==> src/rtl/uart_debug_rx_if.sv <==
`default_nettype none
// ============================================================================
//  Module      : uart_debug_rx_if
//  Description : Byte hand-off bundle between the debug UART receiver and a
//                debug command consumer.
//                  rx_data     - received byte, stable while rx_valid=1
//                  rx_valid    - byte available, held until accepted
//                  rx_ready    - consumer accepts when valid & ready on clk
//                  frame_error - one-cycle pulse, stop bit sampled low
//                  overrun     - one-cycle pulse, completed byte dropped
//                The master modport is the receiver, the slave modport is
//                the consumer.
//  Revision    : 1.0 - initial release
// ============================================================================
interface uart_debug_rx_if;
   logic [7:0] rx_data;
   logic       rx_valid;
   logic       rx_ready;
   logic       frame_error;
   logic       overrun;

   modport master (
      output rx_data,
      output rx_valid,
      output frame_error,
      output overrun,
      input  rx_ready
   );

   modport slave (
      input  rx_data,
      input  rx_valid,
      input  frame_error,
      input  overrun,
      output rx_ready
   );
endinterface
`default_nettype wire

==> src/rtl/uart_debug_rx.sv <==
`default_nettype none
// ============================================================================
//  Module      : uart_debug_rx
//  Description : 8N1 UART receiver for host-to-board debug commands.
//                Oversamples the raw RX pin with the system clock, samples
//                each bit at its centre and presents the byte through a
//                one-entry valid/ready holding register.
//  Ports       : clk     - system clock (27 MHz on the target board)
//                reset_n - asynchronous active-low reset
//                uart_rx - raw serial line, idle high, asynchronous to clk
//                rx_bus  - uart_debug_rx_if.master (data, valid/ready,
//                          frame_error and overrun pulses)
//  Revision    : 1.0 - initial release
// ============================================================================
module uart_debug_rx #(
   parameter int BAUD_DIVISOR = 234,
   parameter int HALF_BIT     = BAUD_DIVISOR / 2
) (
   input  wire logic         clk,
   input  wire logic         reset_n,
   input  wire logic         uart_rx,
   uart_debug_rx_if.master   rx_bus
);

   localparam int CNT_W = ($clog2(BAUD_DIVISOR) > 8) ? $clog2(BAUD_DIVISOR) : 8;

   typedef enum logic [2:0] {
      IDLE  = 3'd0,
      START = 3'd1,
      DATA  = 3'd2,
      STOP  = 3'd3,
      BREAK = 3'd4
   } state_t;

   state_t             state, state_nxt;
   logic [CNT_W-1:0]   baud_cnt, baud_cnt_nxt;
   logic [2:0]         bit_idx, bit_idx_nxt;
   logic [7:0]         shift, shift_nxt;
   logic               sync1, sync2, rx_prev;
   logic               rx_s, fall;
   logic               byte_done, ferr_set;
   logic [7:0]         data_q;
   logic               valid_q, ferr_q, ovr_q;

   // Synchronizer and edge-history flops preset high so that releasing
   // reset with an idle line never looks like a start edge.
   always_ff @(posedge clk or negedge reset_n) begin
      if (!reset_n) begin
         sync1   <= 1'b1;
         sync2   <= 1'b1;
         rx_prev <= 1'b1;
      end else begin
         sync1   <= uart_rx;
         sync2   <= sync1;
         rx_prev <= sync2;
      end
   end

   assign rx_s = sync2;
   assign fall = rx_prev & ~rx_s;

   // State register
   always_ff @(posedge clk or negedge reset_n) begin
      if (!reset_n) begin
         state    <= IDLE;
         baud_cnt <= '0;
         bit_idx  <= '0;
         shift    <= '0;
      end else begin
         state    <= state_nxt;
         baud_cnt <= baud_cnt_nxt;
         bit_idx  <= bit_idx_nxt;
         shift    <= shift_nxt;
      end
   end

   // Next-state logic. The baud counter restarts at every sample point so
   // that each subsequent sample lands a full bit period later, i.e. in the
   // centre of the next bit.
   always_comb begin
      state_nxt    = state;
      baud_cnt_nxt = baud_cnt;
      bit_idx_nxt  = bit_idx;
      shift_nxt    = shift;
      byte_done    = 1'b0;
      ferr_set     = 1'b0;
      case (state)
         IDLE: begin
            if (fall) begin
               state_nxt    = START;
               baud_cnt_nxt = '0;
            end
         end
         START: begin
            if (baud_cnt == CNT_W'(HALF_BIT - 1)) begin
               baud_cnt_nxt = '0;
               bit_idx_nxt  = '0;
               // Line back high at mid start bit: a glitch, not a frame.
               state_nxt    = rx_s ? IDLE : DATA;
            end else begin
               baud_cnt_nxt = baud_cnt + 1'b1;
            end
         end
         DATA: begin
            if (baud_cnt == CNT_W'(BAUD_DIVISOR - 1)) begin
               baud_cnt_nxt = '0;
               shift_nxt    = {rx_s, shift[7:1]};
               bit_idx_nxt  = bit_idx + 3'd1;
               if (bit_idx == 3'd7) begin
                  state_nxt = STOP;
               end
            end else begin
               baud_cnt_nxt = baud_cnt + 1'b1;
            end
         end
         STOP: begin
            if (baud_cnt == CNT_W'(BAUD_DIVISOR - 1)) begin
               baud_cnt_nxt = '0;
               if (rx_s) begin
                  byte_done = 1'b1;
                  state_nxt = IDLE;
               end else begin
                  ferr_set  = 1'b1;
                  state_nxt = BREAK;
               end
            end else begin
               baud_cnt_nxt = baud_cnt + 1'b1;
            end
         end
         BREAK: begin
            // Held-low line: report once, then wait for the line to idle.
            if (rx_s) begin
               state_nxt = IDLE;
            end
         end
         default: begin
            state_nxt = IDLE;
         end
      endcase
   end

   // One-entry holding register. A byte completing in the same cycle as a
   // handshake replaces the accepted one without a bubble.
   always_ff @(posedge clk or negedge reset_n) begin
      if (!reset_n) begin
         data_q  <= '0;
         valid_q <= 1'b0;
         ferr_q  <= 1'b0;
         ovr_q   <= 1'b0;
      end else begin
         ferr_q <= ferr_set;
         ovr_q  <= 1'b0;
         if (byte_done) begin
            if (!valid_q || rx_bus.rx_ready) begin
               data_q  <= shift;
               valid_q <= 1'b1;
            end else begin
               ovr_q <= 1'b1;
            end
         end else if (valid_q && rx_bus.rx_ready) begin
            valid_q <= 1'b0;
         end
      end
   end

   assign rx_bus.rx_data     = data_q;
   assign rx_bus.rx_valid    = valid_q;
   assign rx_bus.frame_error = ferr_q;
   assign rx_bus.overrun     = ovr_q;

endmodule
`default_nettype wire

==> src/flat_wrapper.sv <==
// flat-port wrapper written by rule: the top's interface ports become plain ports
module uart_debug_rx_flat 
#(
   parameter int BAUD_DIVISOR = 234,
   parameter int HALF_BIT     = BAUD_DIVISOR / 2
)
  (clk, reset_n, uart_rx, rx_bus_rx_data, rx_bus_rx_valid, rx_bus_frame_error, rx_bus_overrun, rx_bus_rx_ready);
  uart_debug_rx_if rx_bus_i ();
  input  wire logic clk;
  input  wire logic reset_n;
  input  wire logic uart_rx;
  output wire logic [$bits(rx_bus_i.rx_data)-1:0] rx_bus_rx_data;
  output wire logic [$bits(rx_bus_i.rx_valid)-1:0] rx_bus_rx_valid;
  output wire logic [$bits(rx_bus_i.frame_error)-1:0] rx_bus_frame_error;
  output wire logic [$bits(rx_bus_i.overrun)-1:0] rx_bus_overrun;
  input wire logic [$bits(rx_bus_i.rx_ready)-1:0] rx_bus_rx_ready;
  assign rx_bus_rx_data = rx_bus_i.rx_data;
  assign rx_bus_rx_valid = rx_bus_i.rx_valid;
  assign rx_bus_frame_error = rx_bus_i.frame_error;
  assign rx_bus_overrun = rx_bus_i.overrun;
  assign rx_bus_i.rx_ready = rx_bus_rx_ready;
  uart_debug_rx #(.BAUD_DIVISOR(BAUD_DIVISOR), .HALF_BIT(HALF_BIT)) u_core (.clk(clk), .reset_n(reset_n), .uart_rx(uart_rx), .rx_bus(rx_bus_i));
endmodule
==> config.mk <==
export PLATFORM = sky130hd
export DESIGN_NAME = uart_debug_rx_flat
export DESIGN_NICKNAME = d
export VERILOG_FILES = /design/src/rtl/uart_debug_rx_if.sv /design/src/rtl/uart_debug_rx.sv /design/src/flat_wrapper.sv
export SDC_FILE = /design/constraint.sdc
export NUM_CORES = 1
export LEC_CHECK = 0
export BUFFER_PORTS_ARGS = -buffer_cell sky130_fd_sc_hd__buf_2
export CAP_MARGIN = 0
export CORE_ASPECT_RATIO = 1.25
export CORE_MARGIN = 3
export CORE_UTILIZATION = 35
export DETAILED_ROUTE_END_ITERATION = 8
export SETUP_SLACK_MARGIN = 0.2
export SLEW_MARGIN = 5
export SYNTH_ARGS = -nofsm -noshare
export SYNTH_HDL_FRONTEND = slang
export SYNTH_SLANG_ARGS = --single-unit
==> constraint.sdc <==
create_clock -name clk -period 1.9 [get_ports clk]
set_clock_uncertainty 0.15 [all_clocks]
set_input_delay 0.095 -clock clk [delete_from_list [all_inputs] [get_ports clk]]
set_output_delay 0.095 -clock clk [all_outputs]
set_load 0.01 [all_outputs]
==> flow_metrics.tcl, run 1 <==
set metrics [dict create \
    cp-start-kind "flip-flop" \
    cts-buffers-inserted 5 \
    p_leak_nw 1.08 \
    multi_input_area_um2 845 \
    fin_crit_sh_pct 95.0 \
    grt_antenna_before_repair 0 \
    grt-ovfl-total 0 \
    worst_pin_slew_ps 777 \
    hp-start "u_core.sync1" \
    layout.cells.most_common_list "dfrtp_1, nand2_1, buf_4, mux2_4, buf_2" \
    r2r_setup_slack_ps 90 \
    slowest_stage "dfrtp_1" \
    max_stage_delay_ps 390 \
    io_buffers 14 \
    cp.arrival_ps 1830 \
    cts_tree "built" \
    core_area_um2 4490 \
    clock_latency_ps 290 \
    die_h_um 83.1 \
    crit_start "u_core.baud_cnt[1]" \
    hold_violations 0 \
    max_freq_ghz 0.554 \
    ctsLongestPathBuffers 2 \
    worst-path-buf-inv 2 \
    synthDistinctLibCells 40 \
    syn2layout_area_growth_pct 33.3 \
    synth_area_leaders "dfrtp_1, mux2_2, dfstp_2" \
    yosys_register_bits 36 \
    ys_seq_area_share_pct 54.4 \
    routedWlPerCell_um 14.2 \
    peakVddDrop_mv 0.473 \
    grt_max_degree 37 \
    worstPathRequired_ps 1930 \
    seq_area_um2 906 \
    cts_root_buffer "clkbuf_8" \
    powerDensity_nw_per_um2 933 \
    path_cells "inv_2, ha_4, and4_4, and4b_2, buf_6, mux2_2" \
    place_congestion 0.827 \
    power.total_mw 2.07 \
    firstDrtPassIters 4 \
    grt_pass1_vias 1288 \
    drt_iter0_markers 32 \
    synth_top_area_cell "dfrtp_1" \
    avgSynthCellArea_um2 11.8 \
    critical_path_class "flip-flop to flip-flop" \
    cts_sinks 36 \
    pin_count 15 \
    clk_pin_slew_worst_paths_ps 80 \
    drtAntennaViolNets 0 \
    vias 1233 \
    yosys.area.top_type_share_pct 49.6 \
    regToRegEndpoint "u_core.shift[1]" \
    reg2reg_from "u_core.baud_cnt[1]" \
    syn-cell-area_um2 1660 \
    cp_max_fo 5 \
    track_usage_pct 13.6 \
    nNetsFinal 194 \
    htreeDepth 2 \
    synthFlopType "dfrtp_1" \
    die_w_um 67.7 \
    antennaDiodeCount 0 \
    async_flop_share_pct 100 \
    place_hpwl_um 2240 \
    holdPathStages 0 \
    timing.slew.headroom_pct 48.2 \
    drive_above_1_share_pct 45.2 \
    maxCapViolations 0 \
    route.detailed.drc 0 \
    finalMaxSlewViolations 0 \
    rows 27 \
    finalWirelength_um 3460 \
    status "finished clean" \
    fillCellCount 395 \
    synth_nets 150 \
    fin_crit_ps 1810 \
    reg2reg_depth 6 \
    rsz0062_at_grt "true" \
    path_delay_family "simple AND/OR/NAND/NOR gates" \
    end_kind "flip-flop" \
    min_path_type "flip-flop to flip-flop" \
    final_common_cell "dfrtp_1" \
    setup_viol 0 \
    die_area_um2 5620 \
    synthCells 141 \
    synth-edff-count 0 \
    yosysWarnings 0 \
    grt_pass1_wl_um 5930 \
    hold_end "u_core.rx_s" \
    initial_utilization_pct 37.0 \
    fin_setup_tns_ps 0 \
    viasPerCell 5.05 \
]
flip-flops by register name, indices dropped and copies added (netlist names):
name,flops
u_core.baud_cnt,8
u_core.bit_idx,3
u_core.rx_bus.frame_error,1
u_core.rx_bus.overrun,1
u_core.rx_bus.rx_data,8
u_core.rx_bus.rx_valid,1
u_core.rx_prev,1
u_core.rx_s,1
u_core.shift,8
u_core.state,3
u_core.sync1,1
final cells by class:
cell class | instances | area share (%)
flip-flops and latches | 36 | 40.8
clock buffers | 6 | 3.27
repair buffers | 41 | 13.5
inverters | 2 | 0.338
multi-input cells | 99 | 38.1
well taps | 58 | 3.27
clock inverters | 2 | 0.733
Yosys cell counts, drive strengths merged, types with 2 or more instances:
master   n
nor2b    4
inv      2
mux2    17
a21oi    3
a22o     2
nand2   20
nor2     7
o211ai   2
o22ai    3
dfstp    3
dfrtp   33
ha       5
and4b    2
nand3    3
o21ai    8
o21a     2
nand2b   2
nor3     4
buf      4
worst reg2reg max path, stage by stage (launching register included):
cell and delay [ps]:
dfrtp_1 390, inv_2 80, ha_4 120, and4_4 220
and4b_2 280, buf_6 130, mux2_2 320
report_power, final:
part           internal [mW]  switching (mW)  leakage, nW
logic                  0.290           0.315        0.553
registers              0.836          0.0852        0.482
clock network          0.261           0.284       0.0414
total                   1.39           0.684         1.08
layer usage:
metal | wire length, um | GRT usage, %
met5 | 0 | 0
met3 | 123 | 3.25
met1 | 1500 | 16.5
met2 | 1790 | 22.9
met4 | 44 | 4.43
what timing repair did:
item / CTS / global route
setup buffers: 7 / 4
hold buffers: 3 / 0
endpoints found under the hold margin: 36 / 0
setup endpoints to repair: 24 / 29
cloned: 0 / 1
pin swaps: 1 / 5
gates resized for setup: 20 / 19
through the flow:
stage	hold WS [ps]	util (%)	setup WS, ps	std cells	instance area (um2)
finish	208	49.4	94.4	244	2220
global route	216	49.4	39.2	244	2220
CTS	211	47.1	95.5	239	2120
detailed placement	52.0	41.6	13.4	221	1870
global placement	53.7	41.6	53.1	221	1870
floorplan	-351	-	97.5	141	1670
cell families after synthesis:
| family | after synthesis | share of synthesized area [%] |
|---|---|---|
| xor+xnor | 1 | 0.526 |
| fa+ha+maj | 5 | 3.76 |
| mux | 17 | 11.7 |
| compound gates | 28 | 12.0 |
| simple gates | 48 | 15.6 |
| buf+inv | 6 | 2.11 |
| flops | 36 | 54.4 |
worst max-delay path by stage:
| stage | end | depth (start not counted) | slack, ps |
|---|---|---|---|
| 2_1_floorplan | u_core.rx_bus.rx_data[0] | 7 | 100 |
| 3_3_place_gp | u_core.rx_bus.rx_data[4] | 7 | 50 |
| 3_5_place_dp | u_core.rx_bus.rx_data[3] | 7 | 10 |
| 4_1_cts | u_core.rx_bus.rx_data[3] | 7 | 100 |
| 5_1_grt | u_core.rx_bus.rx_data[7] | 7 | 40 |
| 6_report | u_core.shift[1] | 6 | 90 |
No activity file was read; power rests on OpenSTA's default activity.
==> inputs of run 2 (changes only) <==
--- a/config.mk
+++ b/config.mk
@@ -5,6 +5,8 @@
 export SDC_FILE = /design/constraint.sdc
 export NUM_CORES = 1
 export LEC_CHECK = 0
+export ABC_AREA = 1
+export ABC_CLOCK_PERIOD_IN_PS = 1900
 export BUFFER_PORTS_ARGS = -buffer_cell sky130_fd_sc_hd__buf_2
 export CAP_MARGIN = 0
 export CORE_ASPECT_RATIO = 1.25
==> flow_metrics.tcl, run 2 <==
set metrics [dict create \
    die_area_um2 5820 \
    synthDistinctLibCells 24 \
    yosys.area.top_type_share_pct 47.8 \
    worstPathRequired_ps 1940 \
    fin_setup_tns_ps 0 \
    hold_violations 0 \
    clk_pin_slew_worst_paths_ps 80 \
    core_area_um2 4590 \
    rsz0062_at_grt "true" \
    place_hpwl_um 2200 \
    fin_crit_ps 1590 \
    ctsLongestPathBuffers 2 \
    synth_commonest_cells "nand2_1, dfrtp_1, inv_1, o21ai_0, nor2_1" \
    synthFlopType "dfrtp_1" \
    grt_max_degree 37 \
    setup_viol 0 \
    maxCapViolations 0 \
    fin_util_pct 44.1 \
    viasPerCell 4.54 \
    yosys_register_bits 36 \
    rows 27 \
    powerDensity_nw_per_um2 1080 \
    clock_power_share_pct 32.0 \
    firstDrtPassIters 4 \
    fin_cells 281 \
    grt_pass1_wl_um 5490 \
    nNetsFinal 231 \
    switching_share_pct 35.4 \
    cp-start-kind "flip-flop" \
    finalWirelength_um 3110 \
    peakVddDrop_mv 0.556 \
    p_leak_nw 1.04 \
    route.detailed.drc 0 \
    antennaDiodeCount 0 \
    synthCells 199 \
    yosysWarnings 0 \
    place_congestion 0.856 \
    io_buffers 14 \
    routedWlPerCell_um 11.1 \
    die_w_um 68.8 \
    final_common_cell "nand2_1" \
    status "finished clean" \
    seqPwrFrac_pct 41.4 \
    ys_seq_area_share_pct 52.4 \
    vias 1277 \
    place_ws_ps 133 \
    max_freq_ghz 0.628 \
    power.internal_mw 1.42 \
    dp.cells 269 \
    cp_max_fo 17 \
    synth.most_common_cell "nand2_1" \
    pwr-share-comb_pct 26.6 \
    synth_area_leaders "dfrtp_1, nand2_1, inv_1" \
    grt_antenna_before_repair 0 \
    cts_tree "built" \
    clock_latency_ps 300 \
    min_path_type "input pin to flip-flop" \
    pin_count 15 \
    initial_utilization_pct 37.6 \
    avgSynthCellArea_um2 8.68 \
    fin_crit_sh_pct 83.8 \
    worst_pin_slew_ps 491 \
    syn-cell-area_um2 1730 \
    layout.cells.most_common_list "nand2_1, dfrtp_1, inv_1, o21ai_0, buf_2" \
    fillCellCount 476 \
    drive_above_1_share_pct 25.1 \
    htreeDepth 2 \
    drt_iter0_markers 68 \
    async_flop_share_pct 100 \
    synth_top_area_cell "dfrtp_1" \
    cts_sinks 36 \
    die_h_um 84.6 \
    syn2layout_area_growth_pct 17.3 \
    p_switching_uw 778 \
    timing.slew.headroom_pct 67.3 \
    cp.arrival_ps 1630 \
    finalMaxSlewViolations 0 \
    end_kind "flip-flop" \
    cts-buffers-inserted 5 \
    synth_nets 208 \
    cts_root_buffer "clkbuf_8" \
    grt-ovfl-total 0 \
    critical_path_class "flip-flop to flip-flop" \
    fin_ws_ps 307 \
    drtAntennaViolNets 0 \
    grt_pass1_vias 1217 \
    track_usage_pct 12.6 \
    synth-edff-count 0 \
]
[run 2: cell count changes after synthesis, sizes merged, moves of 4 or more]
cell and delta:
a21oi +4, inv +27, mux2 -17, nand2 +44, nand3 +4, nor2 +8, nor2b -4, o21ai +14
[run 2: kinds of logic after synthesis]
group,after synthesis,share of synthesized area [%]
compound gates,30,10.5
xor+xnor,2,1.01
fa+ha+maj,5,3.62
buf+inv,33,7.82
flops,36,52.4
simple gates,93,24.7
[run 2: worst paths after layout]
path	slack, ps	endpoint	startpoint	cells past startpoint
worst max-delay path	310	u_core.rx_bus.rx_data[5]	u_core.baud_cnt[1]	10
worst min-delay path	20	u_core.rx_bus.rx_valid	rx_bus_rx_ready	4
worst max register to register	310	u_core.rx_bus.rx_data[5]	u_core.baud_cnt[1]	10
worst min register to register	210	u_core.rx_s	u_core.sync1	0
max in group asynchronous	1040	u_core.rx_s	reset_n	3
min in group asynchronous	200	u_core.baud_cnt[5]	reset_n	3
[run 2: power groups by stage]
| stage | Combinational, mW | Clock (mW) | Sequential, mW |
|---|---|---|---|
| 2_1_floorplan | 0.457 | 0 | 0.908 |
| 3_3_place_gp | 0.562 | 0 | 0.926 |
| 3_5_place_dp | 0.562 | 0 | 0.927 |
| 4_1_cts | 0.572 | 0.724 | 0.912 |
| 5_1_grt | 0.678 | 0.753 | 0.924 |
| 6_report | 0.586 | 0.704 | 0.910 |
[run 2: through the flow]
step | hold WS, ps | cell area, um2 | total power [mW]
after floorplan | -351 | 1730 | 1.36
after global placement | 19.3 | 1860 | 1.49
after detailed placement | 17.4 | 1860 | 1.49
after CTS | 17.6 | 2020 | 2.21
after global routing | 51.0 | 2030 | 2.36
final | 18.5 | 2030 | 2.20
[run 2: per-layer routing]
| metal | GRT usage, % | part of all wire, % | routed length (um) |
|---|---|---|---|
| met1 | 15.5 | 44 | 1370 |
| met2 | 19.7 | 49 | 1530 |
| met3 | 3.35 | 3.8 | 119 |
| met4 | 6.38 | 2.8 | 88 |
| met5 | 0 | 0 | 0 |
[run 2: repair_timing]
| item | in CTS | in global routing |
|---|---|---|
| cloned | 0 | 0 |
| endpoints found under the hold margin | 34 | 0 |
| buffers inserted | 1 | 1 |
| pin swaps | 0 | 1 |
| resized for setup | 1 | 3 |
| hold buffers | 2 | 0 |
| endpoints found under the setup margin | 14 | 17 |
[run 2: cell type report]
type	count	area (um2)	area share (%)
inverters	30	115	5.68
well taps	58	72.6	3.58
clock buffers	5	68.8	3.40
repair buffers	19	125	6.17
clock inverters	3	46.3	2.28
flip-flops and latches	36	905	44.6
multi-input cells	130	694	34.3
[run 2: critical path, cell delays in order (launching register included)]
cell and delay, ps:
dfrtp_1 380, inv_1 90, ha_1 140, nand2_1 60, nor2_2 90, nand2_2 110, inv_4 100, nand4_4 80
buf_12 170, nand2_1 70, o21ai_2 50
